[config.mk]
export PLATFORM = sky130hd
export DESIGN_NAME = ff_token_feeder
export DESIGN_NICKNAME = d
export VERILOG_FILES = /design/src/rtl/ff_calc_pkg.sv /design/src/rtl/decimal_accum.sv /design/src/rtl/ff_token_feeder.sv
export SDC_FILE = /design/constraint.sdc
export NUM_CORES = 1
export LEC_CHECK = 0
export CAP_MARGIN = 0
export CORE_MARGIN = 5
export CORE_UTILIZATION = 60
export CTS_BUF_LIST = sky130_fd_sc_hd__clkbuf_4 sky130_fd_sc_hd__clkbuf_8 sky130_fd_sc_hd__clkbuf_16
export DETAILED_ROUTE_END_ITERATION = 16
export PLACE_DENSITY = 0.82
export SETUP_SLACK_MARGIN = 0.05
export SYNTH_ARGS = -nofsm -noshare
export SYNTH_HDL_FRONTEND = slang
export SYNTH_HIERARCHICAL = 1
export SYNTH_SLANG_ARGS = --single-unit
[constraint.sdc]
create_clock -name clk -period 5.35 [get_ports clk]
set_input_delay 1.07 -clock clk [delete_from_list [all_inputs] [get_ports clk]]
set_output_delay 1.07 -clock clk [all_outputs]
set_load 0.01 [all_outputs]
[src/rtl/ff_calc_pkg.sv]
// rtl/ff_calc_pkg.sv - key codes, token values and feeder state shared by the calculator blocks
package ff_calc_pkg;

  localparam logic [3:0] KEY_9   = 4'h9;
  localparam logic [3:0] KEY_ADD = 4'hA;
  localparam logic [3:0] KEY_SUB = 4'hB;
  localparam logic [3:0] KEY_MUL = 4'hC;
  localparam logic [3:0] KEY_DIV = 4'hD;
  localparam logic [3:0] KEY_EQ  = 4'hE;
  localparam logic [3:0] KEY_CLR = 4'hF;

  localparam logic [31:0] TOKEN_FUNC = 32'h8000_0000;
  localparam logic [31:0] TOKEN_ADD  = 32'h8000_000A;
  localparam logic [31:0] TOKEN_SUB  = 32'h8000_000B;
  localparam logic [31:0] TOKEN_MUL  = 32'h8000_000C;
  localparam logic [31:0] TOKEN_DIV  = 32'h8000_000D;
  localparam logic [31:0] TOKEN_EQ   = 32'h8000_000E;
  localparam logic [31:0] TOKEN_CLR  = 32'h8000_000F;

  typedef enum logic [2:0] {
    ST_IDLE,
    ST_SEND_NUM,
    ST_SEND_OP,
    ST_HOLD_NUM,
    ST_HOLD_OP
  } feeder_state_t;

  // Function tokens carry the key code in the low nibble with bit 31 set.
  function automatic logic [31:0] op_token(input logic [3:0] code);
    return TOKEN_FUNC | {28'd0, code};
  endfunction

endpackage

[src/rtl/decimal_accum.sv]
// rtl/decimal_accum.sv - decimal operand accumulator with digit count and sticky overflow
module decimal_accum #(
  parameter int MAX_DIGITS = 9,
  parameter int CW         = $clog2(MAX_DIGITS + 1)
) (
  input  logic          clk,
  input  logic          rst,
  input  logic          load,
  input  logic [3:0]    digit,
  input  logic          clear_num,
  input  logic          clear_all,
  output logic [31:0]   value,
  output logic [CW-1:0] count,
  output logic          overflow
);

  always_ff @(posedge clk or posedge rst) begin
    if (rst) begin
      value    <= '0;
      count    <= '0;
      overflow <= 1'b0;
    end else if (clear_all) begin
      value    <= '0;
      count    <= '0;
      overflow <= 1'b0;
    end else if (clear_num) begin
      value <= '0;
      count <= '0;
    end else if (load) begin
      if (count == CW'(MAX_DIGITS)) begin
        overflow <= 1'b1;
      end else begin
        // value*10 + digit without a multiplier
        value <= (value << 3) + (value << 1) + {28'd0, digit};
        count <= count + 1'b1;
      end
    end
  end

endmodule

[src/rtl/ff_token_feeder.sv]
// rtl/ff_token_feeder.sv - turns keypad codes into the calculator's number/function token stream
// Optional FF_FEEDER_AUTO_CLR_EN: emit a clear token before the first token of each expression.
module ff_token_feeder
  import ff_calc_pkg::*;
#(
  parameter int MAX_DIGITS = 9
) (
  input  logic        clk,
  input  logic        rst,
  input  logic        key_valid,
  input  logic [3:0]  key,
  output logic        key_ready,
  input  logic        calc_ready,
  output logic        strobe,
  output logic [31:0] token,
  output logic        overflow
);

  localparam int CW = $clog2(MAX_DIGITS + 1);

  feeder_state_t state;
  logic [3:0]    op;
  logic [31:0]   acc_value;
  logic [CW-1:0] acc_count;

  logic          key_fire;
  logic          in_valid;
  logic [3:0]    in_key;
  logic          in_is_digit;
  logic          divert;
  logic          idle_take;

  assign key_fire    = key_valid & key_ready;
  assign in_is_digit = (in_key <= KEY_9);
  assign idle_take   = (state == ST_IDLE) && in_valid && !divert;
  assign strobe      = ((state == ST_SEND_NUM) || (state == ST_SEND_OP)) && calc_ready;

`ifdef FF_FEEDER_AUTO_CLR_EN
  logic       new_expr;
  logic       pend_valid;
  logic [3:0] pend_key;

  // The key that opens an expression is parked while the clear goes out.
  assign key_ready = (state == ST_IDLE) && !pend_valid;
  assign in_valid  = pend_valid | key_fire;
  assign in_key    = pend_valid ? pend_key : key;
  assign divert    = key_fire && new_expr && (key != KEY_CLR);

  always_ff @(posedge clk or posedge rst) begin
    if (rst) begin
      new_expr   <= 1'b1;
      pend_valid <= 1'b0;
      pend_key   <= '0;
    end else begin
      if (divert) begin
        new_expr   <= 1'b0;
        pend_valid <= 1'b1;
        pend_key   <= key;
      end else if (idle_take) begin
        pend_valid <= 1'b0;
        if (in_key == KEY_CLR) new_expr <= 1'b0;
      end
      if ((state == ST_SEND_OP) && calc_ready && (op == KEY_EQ)) new_expr <= 1'b1;
    end
  end
`else
  assign key_ready = (state == ST_IDLE);
  assign in_valid  = key_fire;
  assign in_key    = key;
  assign divert    = 1'b0;
`endif

  decimal_accum #(
    .MAX_DIGITS (MAX_DIGITS),
    .CW         (CW)
  ) u_accum (
    .clk       (clk),
    .rst       (rst),
    .load      (idle_take && in_is_digit),
    .digit     (in_key),
    .clear_num ((state == ST_SEND_NUM) && calc_ready),
    .clear_all (idle_take && (in_key == KEY_CLR)),
    .value     (acc_value),
    .count     (acc_count),
    .overflow  (overflow)
  );

  // token is loaded on entry to a SEND state so it is valid with the strobe
  always_ff @(posedge clk or posedge rst) begin
    if (rst) begin
      state <= ST_IDLE;
      op    <= '0;
      token <= '0;
    end else begin
      case (state)
        ST_IDLE: begin
          if (divert) begin
            op    <= KEY_CLR;
            token <= TOKEN_CLR;
            state <= ST_SEND_OP;
          end else if (idle_take && !in_is_digit) begin
            op <= in_key;
            if ((in_key != KEY_CLR) && (acc_count != '0)) begin
              token <= acc_value;
              state <= ST_SEND_NUM;
            end else begin
              token <= op_token(in_key);
              state <= ST_SEND_OP;
            end
          end
        end
        ST_SEND_NUM: if (calc_ready) state <= ST_HOLD_NUM;
        ST_HOLD_NUM: begin
          token <= op_token(op);
          state <= ST_SEND_OP;
        end
        ST_SEND_OP:  if (calc_ready) state <= ST_HOLD_OP;
        ST_HOLD_OP:  state <= ST_IDLE;
        default:     state <= ST_IDLE;
      endcase
    end
  end

endmodule

==> run_results.csv, run 1 <==
group,metric,value,unit
grt,grt_pass1_wl,22100,um
cells_and_area,stdcell_area,0.00584,mm2
routing,dr.pass1.iters,5,
placement,place_area,0.00561,mm2
power,pwr-share-comb,58.7,%
power,p_sw,1.74,mW
yosys,synthFlopType,"dfrtp_1",
floorplan,dieArea,0.0105,mm2
worst_setup_path,startpoint_type,"input port",
floorplan,io_pins,43,
power,p_leak,2.76,nW
worst_setup_path,end_kind,"flop",
power,clkPwrFrac,13.4,%
sta,worstMarginPinSlew,1.11,ns
yosys,yosysSeqAreaShare,37.0,%
flow_run,maxCapViolCount,0,
grt,gr-total-overflow,0,
cts,clock_latency,0.35,ns
power,sw_frac_of_total,45.8,%
yosys,synthArstFlopShare,100,%
routing,wl_per_cell,19.2,um
power,p_per_area,652,mW/mm2
grt,grt_usage,26.5,%
worst_setup_path,critPathTopFamily,"compound AO/OA/AOI/OAI gates",
floorplan,core_area,0.00830,mm2
cts,h-tree-depth,3,
worst_setup_path,crit_chain,"clkdlybuf4s50_1, inv_1, fa_1, inv_1, fa_1, a21oi_1, o21ai_0, a21oi_1, a21oi_1, a221oi_1, xor2_1, o21ai_0",
sta,maxSlewViolCount,0,
cts,post_cts_buffers,0,
floorplan,die-height,103,um
yosys,synth_cell_types,66,
sta,relSlewSlack,25.4,%
grt,antenna_found_initial,0,
cts,numCtsBuffers,9,
cells_and_area,area_growth,13.7,%
run_status,status,"completed",
cells_and_area,ff_latch_area,0.00190,mm2
sta,fin_crit,4.00,ns
cts,cts_resized,0,
floorplan,rows,33,
yosys,synth_edf_count,0,
routing,routed_wirelength,13300,um
power,power,3.81,mW
power,p_int,2.06,mW
worst_setup_path,crit_top_cell,"a21oi_1",
worst_setup_path,slowest_delay,0.52,ns
cts,cts_sinks,76,
power,pwr-share-seq,27.9,%
worst_setup_path,crit_required,5.55,ns
worst_setup_path,cp_num_buf_inv,3,
yosys,ys_warn_count,6,
worst_setup_path,path_max_fanout,4,
placement,gp_congestion,0.932,
sta,final_hold_viol_count,0,
cells_and_area,layout-drive-gt1-share,6.96,%
cells_and_area,fillers,626,
routing,vias,4581,
power,vdd_drop_max,0.299,mV
worst_setup_path,critical_path_class,"in -> reg",
cells_and_area,multi_input_area,0.00305,mm2
placement,place_hpwl,9270,um
routing,drc,0,
routing,ant_nets,0,
cts,cts.path.max_buffers,2,
yosys,syn_nets,619,
sta,rsz0062_at_grt,"no",
yosys,netlist_instances,549,
yosys,synth_area,0.00514,mm2
yosys,ys_seq_elements,76,
placement,port_buffers,42,
sta,clock_skew,0.0102,ns
cells_and_area,num-nets-final,654,
hold_path,hp-class,"reg -> reg",
cts,ctsHoldBuffers,0,
sta,fin_setup_tns,0,ns
grt,grt_max_degree,40,
sta,finalCritPeriodShare,74.8,%
floorplan,die_w,103,um
sta,fmax,250,MHz
cts,path_clk_slew,0.09,ns
sta,setup_viol,0,
cts,tritoncts,"yes",
grt,grt_pass1_vias,4510,
floorplan,start_util,61.9,%
worst_setup_path,slowest_stage,"clkdlybuf4s50_1",
sta,fin_hold_ws,0.491,ns
cts,clockRootBuffer,"clkbuf_8",
worst_setup_path,crit_arrival,4.20,ns
yosys,avgSynthCellArea,9.36,um2
routing,avgViaCountPerCell,6.60,
cells_and_area,diodes,0,
routing,dr.first_iter.drc_count,404,
-- registers in the layout, summed over array words and instances, names as in the netlist --
name              flops
u_accum/overflow      1
u_accum/count         4
token                32
op                    4
state                 3
u_accum/value        32
-- cell usage after synthesis (5+ instances only) --
master / number / area (um2)
xor2_1: 14 / 123
nor3_1: 11 / 55.1
a22o_1: 28 / 245
nand4_1: 9 / 56.3
o21a_1: 5 / 37.5
buf_2: 6 / 30.0
dfrtp_1: 76 / 1900
o21ai_0: 25 / 125
nand3_1: 15 / 75.1
ha_1: 60 / 751
a211oi_1: 6 / 45.0
inv_1: 22 / 82.6
a21oi_1: 45 / 225
clkbuf_1: 12 / 45.0
xnor2_1: 14 / 123
nand2_1: 66 / 248
o21bai_1: 5 / 37.5
and3_1: 7 / 43.8
o21ai_1: 12 / 60.1
nor2_1: 29 / 109
-- path summary, 6_finish.rpt --
kind / startpoint / to / slack, ns / cells after the start
max reg2reg: state[1] / u_accum/value[27] / 1.98 / 8
max: key[3] / u_accum/value[12] / 1.35 / 12
min in group asynchronous: rst / state[0] / 1.19 / 3
max in group asynchronous: rst / u_accum/value[17] / 3.79 / 3
min: op[3] / op[3] / 0.49 / 1
min reg2reg: op[3] / op[3] / 0.49 / 1
-- metal layers --
layer  part of all wire (%)  vias up  global-route usage (%)  routed length (um)
li1                       -     2079                       -                   -
met1                     43     2236                    35.9                5710
met2                     48      238                    43.1                6390
met5                      0        -                       0                   0
met4                    1.8        0                    9.08                 238
met3                    7.6       28                    4.47                1010
-- worst reg2reg max path, stage by stage (launching register included) --
cell,delay [ns]
dfrtp_1,0.54
nor4b_4,0.13
and2_0,0.28
nor2b_1,0.20
nor2_1,0.85
nand2_1,0.65
nor4_1,0.47
a311oi_1,0.10
nand2_1,0.10
-- final cells by class --
| cell class | instances | area share (%) |
|---|---|---|
| well taps | 105 | 2.25 |
| clock inverters | 5 | 1.44 |
| clock buffers | 11 | 2.49 |
| repair buffers | 46 | 7.71 |
| multi-input cells | 429 | 52.1 |
| flip-flops and latches | 76 | 32.6 |
| inverters | 22 | 1.41 |
-- cells by family after synthesis --
| group | Yosys count | share of synthesized area (%) |
|---|---|---|
| adder cells (fa/ha/maj) | 62 | 15.4 |
| AND/OR/NAND/NOR | 166 | 15.8 |
| buffers and inverters | 44 | 3.80 |
| flip-flops | 76 | 37.0 |
| XOR/XNOR | 28 | 4.77 |
| multiplexers | 3 | 0.609 |
| AO/OA/AOI/OAI | 170 | 22.6 |
-- through the flow --
step / utilization, % / setup slack [ns] / instances
global route: 70.4 / 1.11 / 694
detailed placement: 67.6 / 1.06 / 678
finish: 70.4 / 1.35 / 694
floorplan: - / 1.92 / 549
global placement: 67.6 / 1.20 / 678
CTS: 70.4 / 1.37 / 694
-- layout by cell type, fill, tap and decap left out, drive strengths merged, types with 9 or more instances in the layout --
cell type	synthesis	routed
dfrtp	76	76
nand2	66	66
ha	60	60
a21oi	48	48
clkdlybuf4s50	0	42
o21ai	38	38
nor2	30	30
a22o	28	28
inv	22	23
nand3	15	15
xnor2	14	14
xor2	14	14
nor3	13	13
clkbuf	12	11
nand4	9	9
-- power by group through the flow --
stage	Clock (mW)	Sequential (mW)	Combinational [mW]
2_1_floorplan	0	1.04	1.53
3_3_place_gp	0	1.06	2.08
3_5_place_dp	0	1.07	2.16
4_1_cts	0.514	1.06	2.20
5_1_grt	0.544	1.10	2.45
6_report	0.510	1.06	2.23
No activity file was read; power rests on OpenSTA's default activity.
==> run 2: changes to the inputs <==
- CORE_UTILIZATION: 60 -> 53
- PLACE_DENSITY: 0.82 -> 0.77
- clock period: 5.35 -> 3.4 ns (I/O delays scaled with it)
==> run 2 against run 1 <==
Critical path depth unchanged. Combinational power increased by 62%. Sequential power increased by 58%. First-iteration DRC count decreased by 47%. Sequential share of layout area decreased by 1.2 points. Total power increased by 58%. Worst setup slack got worse by 1.2 ns. Global-route usage decreased by 3.3 points. Utilization decreased by 7.1 points. Non-clock buffer count increased by 22. Cell count increased by 7.1%. Largest cell class unchanged. Largest power group unchanged. Highest routed layer unchanged.
==> run_results.csv, run 2 (synthesis results as in run 1) <==
group,metric,value,unit
worst_setup_path,critical_path_class,"in -> reg",
grt,antenna_found_initial,0,
sta,finalCritPeriodShare,95.2,%
power,p_leak,2.86,nW
routing,avgViaCountPerCell,5.95,
sta,final_hold_viol_count,0,
sta,clock_skew,0.00490,ns
grt,grt_max_degree,40,
routing,wl_met3,570,um
grt,grt_pass1_wl,21600,um
worst_setup_path,end_kind,"flop",
cts,clock_latency,0.36,ns
grt,grt_pass1_vias,4431,
cts,cts.path.max_buffers,2,
sta,worstMarginPinSlew,0.672,ns
cts,cts_sinks,76,
sta,relSlewSlack,55.2,%
floorplan,core_area,0.00959,mm2
placement,gp_congestion,0.927,
routing,dr.first_iter.drc_count,216,
cts,numCtsBuffers,9,
power,pwr-share-seq,28.0,%
routing,drt-met1-wl,5850,um
placement,port_buffers,42,
power,p_sw,2.71,mW
cts,ctsHoldBuffers,0,
power,sw_frac_of_total,45.2,%
worst_setup_path,crit_required,3.64,ns
cells_and_area,final_common_cell,"dfrtp_1",
routing,drc,0,
cts,h-tree-depth,3,
cts,post_cts_buffers,0,
sta,fin_crit,3.24,ns
worst_setup_path,path_max_fanout,3,
worst_setup_path,slowest_delay,0.48,ns
power,p_int,3.28,mW
cells_and_area,final_util,63.2,%
sta,setup_viol,0,
cells_and_area,instances_no_fill,743,
sta,fmax,309,MHz
worst_setup_path,startpoint_type,"input port",
cells_and_area,diodes,0,
cells_and_area,reg.largest.list,"token (32), u_accum/value (32)",
placement,place_inst,728,
floorplan,io_pins,43,
cts,path_clk_slew,0.08,ns
cells_and_area,layout_common_cells,"dfrtp_1, nand2_1, ha_1",
floorplan,die_w,108,um
routing,routed_wirelength,12900,um
worst_setup_path,slowest_stage,"clkdlybuf4s50_1",
floorplan,die-height,108,um
power,vdd_drop_max,0.317,mV
flow_run,maxCapViolCount,0,
cells_and_area,fillers,806,
hold_path,hold_depth,1,
cells_and_area,layout-drive-gt1-share,11.3,%
worst_setup_path,crit_arrival,3.48,ns
floorplan,dieArea,0.0118,mm2
cts,tritoncts,"yes",
cells_and_area,area_growth,18.1,%
placement,place_hpwl,9560,um
cts,clockRootBuffer,"clkbuf_8",
hold_path,hp-class,"reg -> reg",
routing,maxUsedRoutingLayer,"met4",
grt,gr-total-overflow,0,
routing,dr.pass1.iters,5,
routing,routed-wl-met2,6200,um
power,p_per_area,988,mW/mm2
floorplan,start_util,53.6,%
sta,fin_hold_ws,0.482,ns
power,power,6.00,mW
sta,rsz0062_at_grt,"yes",
power,clkPwrFrac,11.9,%
routing,vias,4419,
run_status,status,"completed",
routing,ant_nets,0,
routing,wl_per_cell,17.4,um
sta,maxSlewViolCount,0,
grt,grt_usage,23.2,%
power,pwr-share-comb,60.1,%
cells_and_area,num-nets-final,676,
worst_setup_path,crit_chain,"clkdlybuf4s50_1, inv_1, fa_1, inv_1, fa_1, a21oi_2, o211ai_2, a31oi_4, a21oi_1, o21ai_1, nand3_1, a32o_1",
worst_setup_path,reg2reg_depth,11,
floorplan,rows,36,
==> run 2: cell count changes in the layout (fill, tap and decap cells not counted), sizes merged <==
cell and change:
inv -1, clkinv +1, clkinvlp -2, bufinv -1, buf +22, clkbuf +2
==> run 2: area by class of cell <==
cell class | count | area (um2) | share of cell area [%]
Sequential cell | 76 | 1900 | 31.3
Inverter | 22 | 82.6 | 1.36
Clock inverter | 2 | 35.0 | 0.577
Clock buffer | 13 | 160 | 2.64
Tap cell | 133 | 166 | 2.74
Timing Repair Buffer | 68 | 616 | 10.1
Multi-Input combinational cell | 429 | 3110 | 51.2
==> run 2: routing by layer <==
metal / track usage, % / vias up
met2: 38.3 / 119
met5: 0 / -
met3: 3.28 / 26
li1: - / 2129
met4: 9.02 / 0
met1: 30.7 / 2145
==> run 2: per-stage QoR <==
stage	TNS, ns	instance area [um2]	setup slack (ns)
floorplan	0	5140	0.363
global placement	-3.75	5810	-0.328
detailed placement	-4.62	5810	-0.412
CTS	0	6010	0.0527
global route	-0.00880	6070	-0.00880
finish	0	6070	0.163
==> run 2: power by group through the flow <==
stage | clock network (mW) | registers (mW) | logic (mW)
global route | 0.774 | 1.73 | 3.99
CTS | 0.728 | 1.67 | 3.52
global placement | 0 | 1.67 | 3.40
detailed placement | 0 | 1.69 | 3.49
finish | 0.713 | 1.68 | 3.61
floorplan | 0 | 1.63 | 2.41
==> run 2: path summary, 6_finish.rpt <==
check | startpoint | slack, ns | end
min | op[3] | 0.48 | op[3]
max in group asynchronous | rst | 2.26 | token[21]
max | key[3] | 0.16 | u_accum/value[24]
max reg2reg | u_accum/value[0] | 0.47 | u_accum/value[24]
min in group asynchronous | rst | 0.78 | u_accum/overflow
min reg2reg | op[3] | 0.48 | op[3]
==> run 2: critical path, delay by kind of cell <==
kind                     cells  cell delay (ns)
AO/OA/AOI/OAI                6             1.14
adder cells (fa/ha/maj)      2             0.93
buffers and inverters        3             0.61
AND/OR/NAND/NOR              1             0.11
==> run 2: what timing repair did <==
action,in CTS,in global routing
gates resized for setup,1,9
endpoints found under the setup margin,3,13
pin swaps,0,3
==> run 3: changes to the inputs <==
- GPL_TIMING_DRIVEN: unset -> 0
- SLEW_MARGIN: unset -> 5
==> run 3 against run 2 <==
Worst setup slack gained 0.011 ns. Sequential share of layout area grew 0.052 points. Die area is the same. First-iteration DRC count grew 44%. Non-clock buffer count shrank 2. Critical endpoint unchanged.
==> run_results.csv, run 3 (synthesis results as in run 1) <==
group,metric,value,unit
routing,drc,0,
worst_setup_path,startpoint_type,"input port",
run_status,status,"completed",
power,p_leak,2.84,nW
placement,gp_congestion,0.923,
cells_and_area,layout_common_cells,"dfrtp_1, nand2_1, ha_1",
worst_setup_path,slowest_delay,0.56,ns
sta,fin_hold_ws,0.485,ns
cts,clockRootBuffer,"clkbuf_8",
sta,fmax,310,MHz
cts,ctsHoldBuffers,0,
floorplan,die_w,108,um
placement,place_hpwl,9640,um
cells_and_area,fillers,795,
sta,setup_viol,0,
worst_setup_path,crit_required,3.65,ns
routing,vias,4515,
cells_and_area,layout-drive-gt1-share,9.85,%
sta,finalCritPeriodShare,94.9,%
worst_setup_path,cp_num_buf_inv,1,
floorplan,io_pins,43,
cts,cts.path.max_buffers,2,
grt,gr-total-overflow,0,
sta,worstMarginPinSlew,0.906,ns
cells_and_area,area_growth,17.9,%
worst_setup_path,critPathTopFamily,"compound AO/OA/AOI/OAI gates",
worst_setup_path,crit_chain,"clkdlybuf4s50_1, ha_1, ha_1, fa_1, a21oi_2, o211ai_2, a31oi_4, a21oi_2, o21ai_2, nand3_1, a32o_1",
routing,dr.first_iter.drc_count,310,
worst_setup_path,path_max_fanout,8,
grt,grt_pass1_wl,21800,um
cts,clock_latency,0.36,ns
cts,path_clk_slew,0.08,ns
cts,h-tree-depth,3,
floorplan,rows,36,
cells_and_area,diodes,0,
routing,routed_wirelength,13200,um
routing,ant_nets,0,
routing,avgViaCountPerCell,6.08,
hold_path,hp-class,"reg -> reg",
placement,port_buffers,42,
power,p_per_area,997,mW/mm2
flow_run,maxCapViolCount,0,
worst_setup_path,slowest_stage,"clkdlybuf4s50_1",
grt,antenna_found_initial,0,
routing,wl_per_cell,17.8,um
cts,numCtsBuffers,9,
worst_setup_path,critical_path_class,"in -> reg",
cells_and_area,final_common_cell,"dfrtp_1",
sta,maxSlewViolCount,0,
grt,grt_pass1_vias,4397,
worst_setup_path,end_kind,"flop",
floorplan,start_util,53.6,%
routing,dr.pass1.iters,5,
cts,cts_sinks,76,
worst_setup_path,crit_arrival,3.47,ns
floorplan,die-height,108,um
grt,grt_usage,23.5,%
sta,final_hold_viol_count,0,
sta,rsz0062_at_grt,"yes",
sta,fin_setup_tns,0,ns
cells_and_area,reg.largest.list,"token (32), u_accum/value (32)",
sta,clock_skew,0.0102,ns
floorplan,dieArea,0.0118,mm2
floorplan,core_area,0.00959,mm2
cts,tritoncts,"yes",
sta,relSlewSlack,39.4,%
cells_and_area,num-nets-final,674,
sta,fin_crit,3.23,ns
power,vdd_drop_max,0.322,mV
grt,grt_max_degree,40,
## run 3: cell types whose count changed in the layout (fill, tap and decap cells not counted), moves of 3 or more
| cell | previous run | this run |
|---|---|---|
| clkbuf_4 | 3 | 0 |
| buf_2 | 0 | 6 |
| clkbuf_1 | 0 | 11 |
| buf_6 | 0 | 3 |
| clkbuf_8 | 10 | 13 |
| buf_4 | 26 | 3 |
## run 3: worst paths after layout
path | start | endpoint | slack, ns | depth (start not counted)
max | key[1] | u_accum/value[24] | 0.17 | 11
min | op[3] | op[3] | 0.49 | 1
max reg2reg | u_accum/value[0] | u_accum/value[24] | 0.42 | 11
min reg2reg | op[3] | op[3] | 0.49 | 1
max in group asynchronous | rst | token[12] | 1.99 | 2
min in group asynchronous | rst | u_accum/value[31] | 0.85 | 2
## run 3: area by class of cell
type                       count  area, um2  area share [%]
multi-input combinational    429       3130            51.6
sequential                    76       1900            31.4
timing repair buffer          45        448            7.40
clock buffer                  13        179            2.95
tap                          133        166            2.75
buffer                        21        109            1.80
inverter                      22       82.6            1.36
clock inverter                 3       42.5           0.702
## run 3: worst reg2reg max path, stage by stage, from the launching register on
cell      delay [ns]
dfrtp_1         0.41
inv_1           0.08
fa_1            0.53
inv_1           0.07
fa_1            0.47
a21oi_2         0.21
o211ai_2        0.14
a31oi_4         0.27
a21oi_2         0.12
o21ai_2         0.21
nand3_1         0.12
a32o_1          0.25
## run 3: per-layer routing
metal  vias to the layer above  track usage, %  share of wire [%]
li1                       2119               -                  -
met1                      2220            31.5                 46
met2                       147            39.1                 47
met3                        29            2.69                4.7
met4                         0            8.75                2.6
met5                         -               0                  0
## run 3: per-stage QoR
step                cells  setup slack (ns)  cell area (um2)  util, %  total power [mW]
finish                742             0.174             6060     63.1              6.04
detailed placement    724            -0.656             5730     59.7              5.11
CTS                   742            0.0110             6020     62.8              5.95
floorplan             549             0.363             5140        -              4.04
global placement      724            -0.668             5730     59.7              4.98
global route          742            0.0480             6060     63.1              6.52
## run 3: timing repair
action | in CTS | in global routing
endpoints found under the setup margin | 13 | 18
pin swaps | 3 | 3
gates resized for setup | 10 | 7
buffers inserted | 2 | 1
## run 3: power breakdown
group / internal, mW / leakage [nW] / total, mW / switching (mW)
clock: 0.418 / 0.112 / 0.759 / 0.341
sequential: 1.29 / 0.983 / 1.65 / 0.358
combinational: 1.58 / 1.74 / 3.63 / 2.05
